[src/rtl/stft_pkg.sv]
// Shared types and sizing helpers for the STFT sample scheduler and bin framer.
package stft_pkg;

    localparam int FRAME_CNT_W = 16;

    typedef logic [1:0] sched_state_t;

    localparam sched_state_t ST_IDLE     = 2'd0;
    localparam sched_state_t ST_ALT_WAIT = 2'd1;
    localparam sched_state_t ST_ALT_NOW  = 2'd2;

    // Width of a bin index covering 0..fft_size/2 inclusive.
    function automatic int bin_idx_w(input int fft_size);
        return $clog2(fft_size / 2 + 1);
    endfunction

endpackage

[src/rtl/stft_bin_framer.sv]
// Tracks the FFT output stream and emits the non-redundant bins 0..FFT_SIZE/2
// of each frame, tagged with index, frame-last flag and a completed-frame count.
module stft_bin_framer
    import stft_pkg::*;
#(
    parameter int OW       = 18,
    parameter int FFT_SIZE = 256
) (
    input  logic                               i_clk,
    input  logic                               i_reset,
    input  logic                               i_fft_ce,
    input  logic                               i_fft_sync,
    input  logic [2*OW-1:0]                    i_fft_result,
    output logic                               o_bin_valid,
    output logic [bin_idx_w(FFT_SIZE)-1:0]     o_bin_idx,
    output logic [2*OW-1:0]                    o_bin_data,
    output logic                               o_frame_last,
    output logic [FRAME_CNT_W-1:0]             o_frame_count
);

    localparam int IDX_W = $clog2(FFT_SIZE);
    localparam int BIN_W = bin_idx_w(FFT_SIZE);
    localparam logic [IDX_W-1:0] HALF = IDX_W'(FFT_SIZE / 2);

    logic                   synced_q, synced_d;
    logic [IDX_W-1:0]       idx_q, idx_d;
    logic [IDX_W-1:0]       cur_idx;
    logic                   valid_q, valid_d;
    logic [BIN_W-1:0]       bin_idx_q, bin_idx_d;
    logic [2*OW-1:0]        data_q, data_d;
    logic                   last_q, last_d;
    logic [FRAME_CNT_W-1:0] count_q, count_d;

    // idx_q holds the index the next FFT beat will carry; a sync beat is bin 0.
    always_comb begin
        synced_d  = synced_q;
        idx_d     = idx_q;
        valid_d   = 1'b0;
        last_d    = 1'b0;
        bin_idx_d = bin_idx_q;
        data_d    = data_q;
        count_d   = count_q;
        cur_idx   = i_fft_sync ? '0 : idx_q;
        if (i_fft_ce) begin
            if (i_fft_sync) begin
                synced_d = 1'b1;
            end
            idx_d = cur_idx + IDX_W'(1);
            if ((synced_q || i_fft_sync) && (cur_idx <= HALF)) begin
                valid_d   = 1'b1;
                bin_idx_d = BIN_W'(cur_idx);
                data_d    = i_fft_result;
                if (cur_idx == HALF) begin
                    last_d  = 1'b1;
                    count_d = count_q + FRAME_CNT_W'(1);
                end
            end
        end
    end

    always_ff @(posedge i_clk) begin
        if (i_reset) begin
            synced_q  <= 1'b0;
            idx_q     <= '0;
            valid_q   <= 1'b0;
            bin_idx_q <= '0;
            data_q    <= '0;
            last_q    <= 1'b0;
            count_q   <= '0;
        end else begin
            synced_q  <= synced_d;
            idx_q     <= idx_d;
            valid_q   <= valid_d;
            bin_idx_q <= bin_idx_d;
            data_q    <= data_d;
            last_q    <= last_d;
            count_q   <= count_d;
        end
    end

    assign o_bin_valid   = valid_q;
    assign o_bin_idx     = bin_idx_q;
    assign o_bin_data    = data_q;
    assign o_frame_last  = last_q;
    assign o_frame_count = count_q;

endmodule

[src/rtl/stft_sched.sv]
// STFT front scheduler: turns the audio sample strobe into the o_ce/o_alt_ce
// pair for the 50%-overlap window, and frames the FFT output into bins.
module stft_sched
    import stft_pkg::*;
#(
    parameter int IW        = 16,
    parameter int OW        = 18,
    parameter int FFT_SIZE  = 256,
    parameter int ALT_DELAY = 4
) (
    input  logic                               i_clk,
    input  logic                               i_reset,
    input  logic                               i_sample_valid,
    input  logic [IW-1:0]                      i_sample,
    output logic                               o_ce,
    output logic                               o_alt_ce,
    output logic [IW-1:0]                      o_sample,
    input  logic                               i_fft_ce,
    input  logic                               i_fft_sync,
    input  logic [2*OW-1:0]                    i_fft_result,
    output logic                               o_bin_valid,
    output logic [bin_idx_w(FFT_SIZE)-1:0]     o_bin_idx,
    output logic [2*OW-1:0]                    o_bin_data,
    output logic                               o_frame_last,
    output logic [FRAME_CNT_W-1:0]             o_frame_count,
    output logic                               o_overrun,
    output logic                               o_drop,
    output sched_state_t                       o_sched_state
);

    localparam logic [3:0] ALT_LOAD = 4'(ALT_DELAY - 1);

    sched_state_t  state_q, state_d;
    logic [3:0]    cnt_q, cnt_d;
    logic          skid_full_q, skid_full_d;
    logic [IW-1:0] skid_q, skid_d;
    logic          ce_q, ce_d;
    logic          alt_q, alt_d;
    logic [IW-1:0] sample_q, sample_d;
    logic          overrun_q, overrun_d;
    logic          drop_q, drop_d;

    // An early sample forces the alt pass out immediately, then replays from the skid.
    always_comb begin
        state_d     = state_q;
        cnt_d       = cnt_q;
        skid_full_d = skid_full_q;
        skid_d      = skid_q;
        ce_d        = 1'b0;
        alt_d       = 1'b0;
        sample_d    = sample_q;
        overrun_d   = 1'b0;
        drop_d      = i_sample_valid && skid_full_q;
        case (state_q)
            ST_IDLE: begin
                if (i_sample_valid) begin
                    ce_d     = 1'b1;
                    sample_d = i_sample;
                    cnt_d    = ALT_LOAD;
                    state_d  = ST_ALT_WAIT;
                end
            end
            ST_ALT_WAIT: begin
                if (i_sample_valid && !skid_full_q) begin
                    skid_d      = i_sample;
                    skid_full_d = 1'b1;
                    overrun_d   = 1'b1;
                    alt_d       = 1'b1;
                    state_d     = ST_ALT_NOW;
                end else if (cnt_q == 4'd0) begin
                    alt_d   = 1'b1;
                    state_d = ST_IDLE;
                end else begin
                    cnt_d = cnt_q - 4'd1;
                end
            end
            ST_ALT_NOW: begin
                ce_d        = 1'b1;
                sample_d    = skid_q;
                skid_full_d = 1'b0;
                cnt_d       = ALT_LOAD;
                state_d     = ST_ALT_WAIT;
            end
            default: begin
                state_d = ST_IDLE;
            end
        endcase
    end

    always_ff @(posedge i_clk) begin
        if (i_reset) begin
            state_q     <= ST_IDLE;
            cnt_q       <= '0;
            skid_full_q <= 1'b0;
            skid_q      <= '0;
            ce_q        <= 1'b0;
            alt_q       <= 1'b0;
            sample_q    <= '0;
            overrun_q   <= 1'b0;
            drop_q      <= 1'b0;
        end else begin
            state_q     <= state_d;
            cnt_q       <= cnt_d;
            skid_full_q <= skid_full_d;
            skid_q      <= skid_d;
            ce_q        <= ce_d;
            alt_q       <= alt_d;
            sample_q    <= sample_d;
            overrun_q   <= overrun_d;
            drop_q      <= drop_d;
        end
    end

    assign o_ce          = ce_q;
    assign o_alt_ce      = alt_q;
    assign o_sample      = sample_q;
    assign o_overrun     = overrun_q;
    assign o_drop        = drop_q;
    assign o_sched_state = state_q;

    stft_bin_framer #(
        .OW       (OW),
        .FFT_SIZE (FFT_SIZE)
    ) u_framer (
        .i_clk         (i_clk),
        .i_reset       (i_reset),
        .i_fft_ce      (i_fft_ce),
        .i_fft_sync    (i_fft_sync),
        .i_fft_result  (i_fft_result),
        .o_bin_valid   (o_bin_valid),
        .o_bin_idx     (o_bin_idx),
        .o_bin_data    (o_bin_data),
        .o_frame_last  (o_frame_last),
        .o_frame_count (o_frame_count)
    );

endmodule

[config.mk]
export PLATFORM = sky130hd
export DESIGN_NAME = stft_sched
export DESIGN_NICKNAME = d
export VERILOG_FILES = /design/src/rtl/stft_pkg.sv /design/src/rtl/stft_bin_framer.sv /design/src/rtl/stft_sched.sv
export SDC_FILE = /design/constraint.sdc
export NUM_CORES = 1
export LEC_CHECK = 0
export BUFFER_PORTS_ARGS = -buffer_cell sky130_fd_sc_hd__buf_2
export CAP_MARGIN = 10
export CORE_UTILIZATION = 50
export DETAILED_ROUTE_END_ITERATION = 8
export PLACE_DENSITY = 0.87
export SKIP_LAST_GASP = 1
export SLEW_MARGIN = 20
export SYNTH_ARGS = -nofsm -noshare
export SYNTH_HDL_FRONTEND = slang
export SYNTH_SLANG_ARGS = --single-unit
[constraint.sdc]
create_clock -name i_clk -period 3 [get_ports i_clk]
set_clock_uncertainty 0.2 [all_clocks]
set_input_delay 0.9 -clock i_clk [delete_from_list [all_inputs] [get_ports i_clk]]
set_output_delay 0.9 -clock i_clk [all_outputs]
set_load 0.01 [all_outputs]
## After elaboration in Yosys (flattened, before gate mapping)

Cells that the tools add are included.
W data, S select, Z words.

| cells by class | value |
|---|---|
| muxes and demuxes | 20 |
| $lt $le $gt $ge | 1 |
| equality and inequality tests | 8 |
| bitwise gates (word level) | 3 |
| add/sub/neg operators | 3 |
| reductions and logical operators | 21 |

Operators by type and width:

| cell | count |
|---|---|
| $pmux W16 S2 | 1 |
| $add A16 B1 Y16 const B | 1 |
| $mux W16 | 1 |
| $mux W4 | 3 |
| $pmux W4 S3 | 1 |
| $reduce_and A2 Y1 | 6 |
| $add A8 B1 Y8 const B | 1 |
| $eq A8 B8 Y1 const B | 1 |
| $le A8 B8 Y1 const B | 1 |
| $mux W8 | 1 |
| $ne A2 B2 Y1 const B | 4 |
| $mux W1 | 7 |
| $mux W2 | 3 |
| $pmux W2 S3 | 1 |
| $logic_not A4 Y1 | 1 |
| $pmux W1 S2 | 2 |
| $reduce_and A4 Y1 | 1 |
| $reduce_bool A2 Y1 | 2 |
| $reduce_or A2 Y1 | 2 |
| $sub A4 B1 Y4 const B | 1 |
| $logic_and A1 B1 Y1 | 3 |
| $ne A3 B3 Y1 const B | 1 |
| $not A1 Y1 | 3 |
| $reduce_and A3 Y1 | 1 |
| other kinds (7) | 7 |

| word-level totals | value |
|---|---|
| logic and storage cells | 72 |
| bits of input ports | 57 |
| output and inout port bits | 84 |
| flip-flop bits (word level) | 114 |

## Depth between registers and ports, before layout

Gate-level depths: netlist of run 1.

| depth | value |
|---|---|
| depth after elaboration | 5 |
| depth in mapped cells | 10 |

## Modules after synthesis

Synthesis of run 1 repeated with hierarchy kept, for this count alone.

| unflattened totals | value |
|---|---|
| cell total of the unflattened synthesis | 591 |
| area, all modules | 4770.8 sq um |

By module, submodules not included:

| module | times used | cells each | area an instance (sq um) | sequential area each (sq um) |
|---|---|---|---|---|
| stft_bin_framer | 1 | 347 | 2930.3 | 1421.4 |
| stft_sched | 1 | 244 | 1840.5 | 860.8 |

## Least setup slack after synthesis of run 1

Ideal clock, no wire load.

| timing path | value |
|---|---|
| path kind | in2reg |
| start | input i_fft_sync |
| end | register u_framer.count_q[14] (netlist: u_framer.o_frame_count[14]) |
| setup time | 123 ps |
| required time | 2677 ps |
| setup slack | 142 ps |
| stages | 8 |
| arrival | 2535 ps |
| cells stage by stage | clkbuf_1 nor2b_1 inv_1 ha_1 nand4b_1 nor4_4 nor4b_4 mux2_1 |

| between the ends | value |
|---|---|
| word-level cells in the longest chain between the ends | 4 |
| elaborated cells on any way between the ends | 6 |
| classes of those cells | order compare: 1; eq/ne: 1; mux: 1; reduce/logical: 3 |

Ends and longest elaborated chain:

| what | RTL line | source |
|---|---|---|
| start, declared | stft_sched.sv:19 | `input logic i_fft_sync,` |
| $mux W8 (*) | stft_bin_framer.sv:43 | `cur_idx = i_fft_sync ? '0 : idx_q;` |
| via u_framer.cur_idx[0] | stft_bin_framer.sv:27 | `logic [IDX_W-1:0] cur_idx;` |
| $le A8 B8 Y1 | stft_bin_framer.sv:49 | `if ((synced_q \|\| i_fft_sync) && (cur_idx <= HALF)) begin` |
| $logic_and A1 B1 Y1 | stft_bin_framer.sv:49 |  |
| $reduce_and A3 Y1 (no source line) (*) | -- |  |
| end signal, assigned | stft_bin_framer.sv:77 | `count_q <= count_d;` |
| end, declared | stft_bin_framer.sv:32 | `logic [FRAME_CNT_W-1:0] count_q, count_d;` |

Mark *: on every way through the listed nets, which the timed path passes. The rest lies on a longest branch.
A chain may end at the register's enable or synchronous reset.

## Worst setup path after layout of run 1

| timing path | value |
|---|---|
| start | register state_q[0] (netlist: o_sched_state[0]) |
| end | output o_sched_state[0] |

RTL lines:

| what | RTL line | source |
|---|---|---|
| start, declared | stft_sched.sv:33 | `sched_state_t state_q, state_d;` |
| start signal, assigned | stft_sched.sv:102 | `state_q <= state_d;` |
| end, declared | stft_sched.sv:28 | `output sched_state_t o_sched_state` |

No word-level cell between the ends.

==> summary.md, run 1 <==
| Metric | Value |
|---|---|
| Library cell with the largest summed area after synthesis | `dfxtp_1` |
| Worst-path cell with the longest stage delay | `dfxtp_1` |
| Async S/R FF share, synth | `0` |
| Combined area of the multi-input logic cells | `roughly 2200 µm²` |
| # diodes | `0` |
| Total half-perimeter wirelength after legalization and detailed placement | `~7600 µm` |
| Kind of cell with the highest combined delay on the critical path | `flip-flops` |
| Category of the critical setup timing path | `reg -> out` |
| Max-cap violations | `0` |
| Number of clock sinks | `approximately 110` |
| CP endpoint kind | `primary output` |
| Area taken by flip-flops and latches | `about 2300 µm²` |
| Most instantiated library cell after synthesis | `dfxtp_1` |
| Placeable core area | `between 9000 and 10000 µm²` |
| Total placed instance area | `5500 µm²` |
| Length of the first detailed-routing pass in iterations | `4` |
| Hold_sp | `skid_q[0]$_SDFFE_PP0P_` |
| Worst path required time | `~1.9 ns` |
| Startpoint types | `flop` |
| Utilization after layout | `0.665` |
| Hold_buf cts | `0` |
| Worst EP arrival | `1.52 ns` |
| Kind of path behind the tightest hold check | `reg -> reg` |
| Area share of the largest cell type after synthesis | `0.484` |
| Outcome | `complete, no violations` |
| Ranking of synthesized cells by instance count | `dfxtp_1 (114), nor2_1 (89), mux2i_1 (45)` |
| Clock tree from TritonCTS | `yes` |
| R2r startpoint | `u_framer.idx_q[2]$_SDFFE_PP0P_` |
| Drt wl/cell | `14.6 µm` |
| R2r endpoint | `u_framer.o_frame_count[5]$_SDFFE_PP0P_` |
| Number of distinct library cells after synthesis | `50` |
| Via count of the first global-routing pass | `3996` |
| GR Util All Layers | `0.234` |
| Mapped Nets | `between 500 and 600` |
| Chip height | `99.1 µm` |
| Initial antenna violation count | `0` |
| Combined area of all synthesized cells | `between 4000 and 5000 µm²` |
| Buffers from clock root to sink, at most | `2` |
| Setup repair after global routing missed its margin | `no` |
| Share of the yosys chip area belonging to registers | `0.484` |
| Main flop type after synthesis | `dfxtp_1` |
| Residual DRC count | `0` |
| Design area | `6120 µm²` |
| Critical Path Stages | `1` |
| Count of buffer and inverter cells on the critical path | `1` |
| Growth of design area from synthesis to finish | `29.8%` |
| Die Width | `a little under 100 µm` |
| Power density of the placed cells | `between 600 and 700 nW/µm²` |
| WL final | `~11000 µm` |
| Initial Util | `0.512` |
| Tcrit/Tclk final | `0.873` |
| Total Die Area | `around 9800 µm²` |
| Min-Delay Path Depth | `2` |
| Share of final-layout standard cells stronger than drive strength 1 | `0.315` |
| Remaining antenna violation count | `0` |
| Vias per std cell | `between 5 and 6` |
| DRC violation total after the first TritonRoute iteration | `approximately 130` |
| Final hold violation count | `0` |
| Largest fanout on the critical path | `21` |
| Gate Count Post-Synth | `around 500` |
| Number of flops mapped to enable cells by yosys | `0` |
| Final critical delay including setup and external delays | `between 2 and 3 ns` |
| IR drop worst, VDD | `0.369 mV` |
| Average size of a mapped cell | `roughly 9 µm²` |
| Slew Limit Fails | `0` |
| Achievable clock frequency | `around 380 MHz` |
| Leak pwr | `2.80 nW` |
| Final-stage net count | `just over 700` |
| Clock input transition at the sequential cells of the worst setup and hold paths | `0.06 ns` |
| Gpl congestion | `0.835` |
| CTS H-Tree Depth | `4` |
| Normalized max-slew margin | `0.445` |
| CP max stage delay | `about 0.77 ns` |
| Number of setup violations in the final report | `0` |
| Number of buffers added for setup after CTS | `0` |
| Fillers | `around 730` |
| Clk_lat worst skew | `roughly 0.50 ns` |
| PostCTS Resize Cnt | `0` |
| Worst r2r path cells | `4` |
| Cell-by-cell listing of the critical path | `buf_2` |
| Cts bufs inserted | `17` |
| Register bit total from synthesis | `114` |
| Launching element of the worst setup path | `o_sched_state[0]$_SDFFE_PP0P_` |
| R2r setup slk | `0.68 ns` |
| Synth area leaders | `dfxtp_1 (48%), mux2i_1 (9.6%), nor2_1 (7.1%)` |
| Number of buffers added on ports | `140` |
| Post-Route Setup TNS | `0 ns` |
| Via count of the routed design | `roughly 4200` |
| Wire length of the first global-routing pass | `about 18000 µm` |
| Buffer cell driving the clock tree root | `clkbuf_8` |
| Number of warnings reported in the yosys synthesis log | `0` |
| I/O pins | `141` |
| Terminating pin of the worst hold path | `skid_q[0]$_SDFFE_PP0P_` |
| Leftover overflow at the end of global routing | `0` |
| Std cell rows | `35` |
| Least-Margin Pin Slew | `between 0.8 and 0.9 ns` |
| Pin count of the biggest net entering global routing | `53` |
## layout make-up
class,instances,area share
tap,111,0.0227
inverter,10,0.00614
timing repair buffer,151,0.130
multi-input combinational,354,0.367
clock inverter,13,0.0299
clock buffer,19,0.0706
sequential,114,0.373
## kinds of logic after synthesis
group,synth area share
AND/OR/NAND/NOR,0.217
AO/OA/AOI/OAI,0.132
XOR/XNOR,0.00744
buffers and inverters,0.0385
flip-flops,0.484
multiplexers,0.108
adder cells (fa/ha/maj),0.0133
## worst max-delay path by stage
stage and end:
3_5_place_dp u_framer.o_frame_count[5]$_SDFFE_PP0P_, 5_1_grt o_sched_state[0], 4_1_cts o_sched_state[0], 2_1_floorplan u_framer.o_frame_count[14]$_SDFFE_PP0P_
6_report o_sched_state[0], 3_3_place_gp u_framer.o_frame_count[5]$_SDFFE_PP0P_
## registers in the layout, indices dropped and copies added, names as in the netlist, 2 cells and up
name                    flops
o_sample                   16
u_framer.o_bin_idx          8
cnt_q                       4
u_framer.o_bin_data        36
u_framer.o_frame_count     16
skid_q                     16
u_framer.idx_q              8
o_sched_state               2
## routing by layer
| layer | wire [µm] | global-route usage | vias up |
|---|---|---|---|
| li1 | - | - | 2058 |
| met1 | 4820 | 0.281 | 1982 |
| met2 | 5950 | 0.406 | 121 |
| met3 | 394 | 0.0489 | 12 |
| met4 | 117 | 0.0962 | 0 |
| met5 | 0 | 0 | - |
## where the power goes
part / switching (mW) / leakage, nW / total [mW] / internal, mW
Clock: 0.705 / 0.290 / 2.07 / 1.37
Sequential: 0.0496 / 0.932 / 1.64 / 1.59
Combinational: 0.225 / 1.58 / 0.412 / 0.187
## through the flow
stage,std cells,power (mW),hold slack (ns),worst slack [ns]
after floorplan,512,1.93,0.237,0.142
after global placement,740,2.06,0.242,0.239
after detailed placement,740,2.08,0.247,0.129
after CTS,772,4.16,0.256,0.337
after global routing,772,4.29,0.271,0.279
final,772,4.13,0.255,0.382
## layout by cell type, fill, tap and decap left out, types with 4 or more instances in the layout
master | synthesis | routed
buf_4 | 4 | 10
nand4_1 | 7 | 7
bufinv_16 | 0 | 4
clkinvlp_4 | 0 | 4
nor2b_1 | 31 | 31
o31ai_1 | 5 | 5
ha_1 | 5 | 5
mux2_2 | 4 | 4
nand2_1 | 42 | 42
nand2b_1 | 5 | 5
nor2_1 | 89 | 89
buf_2 | 1 | 140
a21oi_1 | 43 | 43
nand3_1 | 5 | 5
dfxtp_1 | 114 | 114
mux2i_1 | 45 | 45
or4_1 | 4 | 4
clkbuf_16 | 0 | 16
inv_1 | 10 | 10
o221a_2 | 16 | 16
(Power assumes the default switching activity.)
==> inputs of run 2 (changes only) <==
--- a/config.mk
+++ b/config.mk
@@ -14,4 +14,5 @@
 export SLEW_MARGIN = 20
 export SYNTH_ARGS = -nofsm -noshare
 export SYNTH_HDL_FRONTEND = slang
+export SYNTH_HIERARCHICAL = 1
 export SYNTH_SLANG_ARGS = --single-unit
==> run 2 against run 1 <==
Effect of this change: routed wire length is 7.3% higher; core utilization decreased by 0.22 points; worst hold slack about the same.
==> summary.md, run 2 <==
| Metric | Value |
|---|---|
| Outcome | `complete, no violations (unchanged)` |
| Share of the yosys chip area belonging to registers | `0.478 (was 0.484)` |
| Hold_buf cts | `0 (unchanged)` |
| Int Pwr | `2.97 mW (was 3.15 mW)` |
| GRT met1 Usage | `0.284 (was 0.281)` |
| CP endpoint kind | `flop (was primary output)` |
| Commonest cells after routing, fill and taps aside | `buf_2 (139), dfxtp_1 (114), a21oi_1 (93) (was buf_2 (140), dfxtp_1 (114), nor2_1 (89))` |
| Comb pwr share | `0.092 (was 0.100)` |
| I/O pins | `141 (unchanged)` |
| Leak pwr | `2.61 nW (was 2.80 nW)` |
| Hold_sp | `skid_q[15]$_SDFFE_PP0P_ (was skid_q[0]$_SDFFE_PP0P_)` |
| Length of the first detailed-routing pass in iterations | `5 (was 4)` |
| Worst-path cell with the longest stage delay | `or4_1 (was dfxtp_1)` |
| Post-Route Setup TNS | `0 ns (unchanged)` |
| Power density of the placed cells | `635 nW/µm² (was 675 nW/µm²)` |
| Setup repair after global routing missed its margin | `no (unchanged)` |
| Gate Count Post-Synth | `591 (was 512)` |
| Clock input transition at the sequential cells of the worst setup and hold paths | `0.05 ns (was 0.06 ns)` |
| Final total power | `3.89 mW (was 4.13 mW)` |
| R2r setup slk | `0.81 ns (was 0.68 ns)` |
| Final-stage net count | `776 (was 710)` |
| CTS H-Tree Depth | `4 (unchanged)` |
| Kind of path behind the tightest hold check | `reg -> reg (unchanged)` |
| Cell-by-cell listing of the critical path | `buf_2 -> nand2b_1 -> ha_1 -> and4bb_2 -> nand4_1 -> or4_1 -> a21oi_1 (was buf_2)` |
| Via count of the routed design | `4753 (was 4173)` |
| Leftover overflow at the end of global routing | `0 (unchanged)` |
| Register bit total from synthesis | `114 (unchanged)` |
| Number of flops mapped to enable cells by yosys | `0 (unchanged)` |
| Design area | `6120 µm² (about the same)` |
| Startpoint types | `input port (was flop)` |
| Residual DRC count | `0 (unchanged)` |
| Terminating pin of the worst hold path | `skid_q[15]$_SDFFE_PP0P_ (was skid_q[0]$_SDFFE_PP0P_)` |
| Category of the critical setup timing path | `in -> reg (was reg -> out)` |
| Largest fanout on the critical path | `9 (was 21)` |
| Number of buffers added for setup after CTS | `0 (unchanged)` |
| # diodes | `0 (unchanged)` |
| Placeable core area | `9240 µm² (was 9200 µm²)` |
| Top Usage Layer GRT | `met2 (unchanged)` |
| Number of warnings reported in the yosys synthesis log | `6 (was 0)` |
| Portion of total power attributed to sequential cells | `0.417 (was 0.398)` |
| Tcrit/Tclk final | `0.823 (was 0.873)` |
| Clock tree from TritonCTS | `yes (unchanged)` |
| WL final | `12100 µm (was 11300 µm)` |
| CP max stage delay | `0.60 ns (was 0.77 ns)` |
| Part of the total power dissipated in the clock network | `0.491 (was 0.502)` |
| Total placed instance area | `5560 µm² (was 5500 µm²)` |
| Met3 usage in global routing | `0.0773 (was 0.0489)` |
| Buffer cell driving the clock tree root | `clkbuf_8 (unchanged)` |
| Count of buffer and inverter cells on the critical path | `1 (unchanged)` |
| Worst r2r path cells | `4 (unchanged)` |
| Global-route track usage on met2 | `0.422 (was 0.406)` |
| Switching portion of total power | `0.236 (was 0.237)` |
| Final critical delay including setup and external delays | `2.47 ns (was 2.62 ns)` |
| Growth of design area from synthesis to finish | `28.4% (was 29.8%)` |
| Drt wl/cell | `14.2 µm (was 14.6 µm)` |
| Final hold violation count | `0 (unchanged)` |
| Gpl congestion | `0.847 (was 0.835)` |
| Library cell with the largest summed area after synthesis | `dfxtp_1 (unchanged)` |
| Vias per std cell | `5.56 (was 5.41)` |
| Number of buffers added on ports | `140 (unchanged)` |
| Buffers from clock root to sink, at most | `2 (unchanged)` |
| Average size of a mapped cell | `8.07 µm² (was 9.20 µm²)` |
| DRC violation total after the first TritonRoute iteration | `330 (was 133)` |
| Worst path required time | `3.22 ns (was 1.90 ns)` |
| Remaining antenna violation count | `0 (unchanged)` |
| Main flop type after synthesis | `dfxtp_1 (unchanged)` |
| Net switching power figure | `920 µW (was 980 µW)` |
| Number of clock sinks | `114 (unchanged)` |
| R2r endpoint | `u_framer/o_frame_count[11]$_SDFFE_PP0P_ (was u_framer.o_frame_count[5]$_SDFFE_PP0P_)` |
| Std cell rows | `35 (unchanged)` |
| Pin count of the biggest net entering global routing | `58 (was 53)` |
| Mapped Nets | `653 (was 574)` |
| Combined area of all synthesized cells | `4770 µm² (was 4710 µm²)` |
| Share of final-layout standard cells stronger than drive strength 1 | `0.262 (was 0.315)` |
| Most instantiated library cell after synthesis | `dfxtp_1 (unchanged)` |
| Die Width | `99.7 µm (was 99.1 µm)` |
| Cts bufs inserted | `17 (unchanged)` |
| Total Die Area | `9940 µm² (was 9810 µm²)` |
| Worst EP arrival | `2.69 ns (was 1.52 ns)` |
| Achievable clock frequency | `405 MHz (was 382 MHz)` |
| Number of setup violations in the final report | `0 (unchanged)` |
| IR drop worst, VDD | `0.443 mV (was 0.369 mV)` |
| Area share of the largest cell type after synthesis | `0.478 (was 0.484)` |
| Wire length of the first global-routing pass | `19900 µm (was 18400 µm)` |
| Min-Delay Path Depth | `2 (unchanged)` |
| Ranking of synthesized cells by instance count | `dfxtp_1 (114), a21oi_1 (94), nor2_1 (67) (was dfxtp_1 (114), nor2_1 (89), mux2i_1 (45))` |
| Total half-perimeter wirelength after legalization and detailed placement | `7960 µm (was 7560 µm)` |
| Most common cell after layout, fill and taps aside | `buf_2 (unchanged)` |
| Clk_lat worst skew | `0.49 ns (was 0.50 ns)` |
| Via count of the first global-routing pass | `4501 (was 3996)` |
| Max-cap violations | `0 (unchanged)` |
| Async S/R FF share, synth | `0 (unchanged)` |
| Number of distinct library cells after synthesis | `43 (was 50)` |
| GR Util All Layers | `0.248 (was 0.234)` |
| Slew Limit Fails | `0 (unchanged)` |
| R2r startpoint | `u_framer/idx_q[3]$_SDFFE_PP0P_ (was u_framer.idx_q[2]$_SDFFE_PP0P_)` |
| Normalized max-slew margin | `0.610 (was 0.445)` |
| Kind of cell with the highest combined delay on the critical path | `simple AND/OR/NAND/NOR gates (was flip-flops)` |
| Least-Margin Pin Slew | `0.585 ns (was 0.831 ns)` |
| Initial antenna violation count | `0 (unchanged)` |
| PostCTS Resize Cnt | `0 (unchanged)` |
| Flip-flop count of the largest register, all copies and words added | `36 (unchanged)` |
| Initial Util | `0.516 (was 0.512)` |
| Chip height | `99.7 µm (was 99.1 µm)` |
| Synth area leaders | `dfxtp_1 (48%), a21oi_1 (9.9%), o21ai_0 (5.4%) (was dfxtp_1 (48%), mux2i_1 (9.6%), nor2_1 (7.1%))` |
-- run 2: cell count changes after synthesis, sizes merged, moves of 3 or more --
cell / before / now
a21oi: 43 / 94
buf: 8 / 15
clkbuf: 26 / 34
mux2: 5 / 0
mux2i: 45 / 3
nand3: 5 / 45
nand4: 7 / 4
nor2: 89 / 67
nor2b: 31 / 20
nor3: 3 / 22
o21ai: 2 / 52
o221a: 16 / 0
or3: 2 / 7
xor2: 2 / 6
-- run 2: cell families (layout without fill, tap and decap cells) --
| logic type | after synthesis | after routing | share of synthesized area |
|---|---|---|---|
| adder cells (fa/ha/maj) | 5 | 5 | 0.0131 |
| AO/OA/AOI/OAI | 166 | 166 | 0.186 |
| XOR/XNOR | 6 | 6 | 0.0110 |
| buffers and inverters | 57 | 192 | 0.0504 |
| AND/OR/NAND/NOR | 240 | 240 | 0.254 |
| flip-flops | 114 | 114 | 0.478 |
| multiplexers | 3 | 3 | 0.00629 |
-- run 2: worst max path at each step --
stage | to | slack (ns) | depth (start not counted) | start
2_1_floorplan | u_framer/o_frame_count[10]$_SDFFE_PP0P_ | 0.21 | 8 | i_fft_sync
3_3_place_gp | u_framer/o_frame_count[12]$_SDFFE_PP0P_ | 0.20 | 7 | i_fft_sync
6_report | u_framer/o_frame_count[11]$_SDFFE_PP0P_ | 0.53 | 7 | i_fft_sync
3_5_place_dp | u_framer/o_frame_count[11]$_SDFFE_PP0P_ | 0.07 | 7 | i_fft_sync
5_1_grt | u_framer/o_frame_count[11]$_SDFFE_PP0P_ | 0.44 | 7 | i_fft_sync
4_1_cts | o_sched_state[0] | 0.54 | 1 | o_sched_state[0]$_SDFFE_PP0P_
-- run 2: area by class of cell --
type	instances	area, µm²
fill	756	3120
sequential	114	2280
multi-input combinational	420	2260
timing repair buffer	153	826
clock buffer	22	463
tap	129	161
clock inverter	9	106
inverter	8	30.0
-- run 2: power groups by stage --
stage	combinational (mW)	sequential (mW)	clock, mW
finish	0.358	1.62	1.91
global route	0.397	1.63	2.01
CTS	0.358	1.62	1.94
detailed placement	0.355	1.65	0
global placement	0.343	1.65	0
floorplan	0.200	1.67	0
-- run 2: worst reg2reg max path, delay by kind of cell, from the launching register on --
family	cells	cell delay, ns
AO/OA/AOI/OAI	1	0.16
flip-flops	1	0.38
AND/OR/NAND/NOR	3	1.39
-- run 2: layer usage --
metal  wire length (µm)  share of wire  vias to the layer above
li1                   -              -                     2312
met1               4940           0.41                     2229
met2               6060           0.50                      196
met3                909          0.075                       16
met4                189          0.016                        0
met5                  0              0                        -
-- run 2: metrics by stage --
stage,instances,utilization,worst slack (ns),hold WS (ns)
2_1_floorplan,591,-,0.206,0.237
3_3_place_gp,824,0.601,0.197,0.241
3_5_place_dp,824,0.601,0.0675,0.248
4_1_cts,855,0.663,0.538,0.256
5_1_grt,855,0.663,0.439,0.279
6_report,855,0.663,0.530,0.255
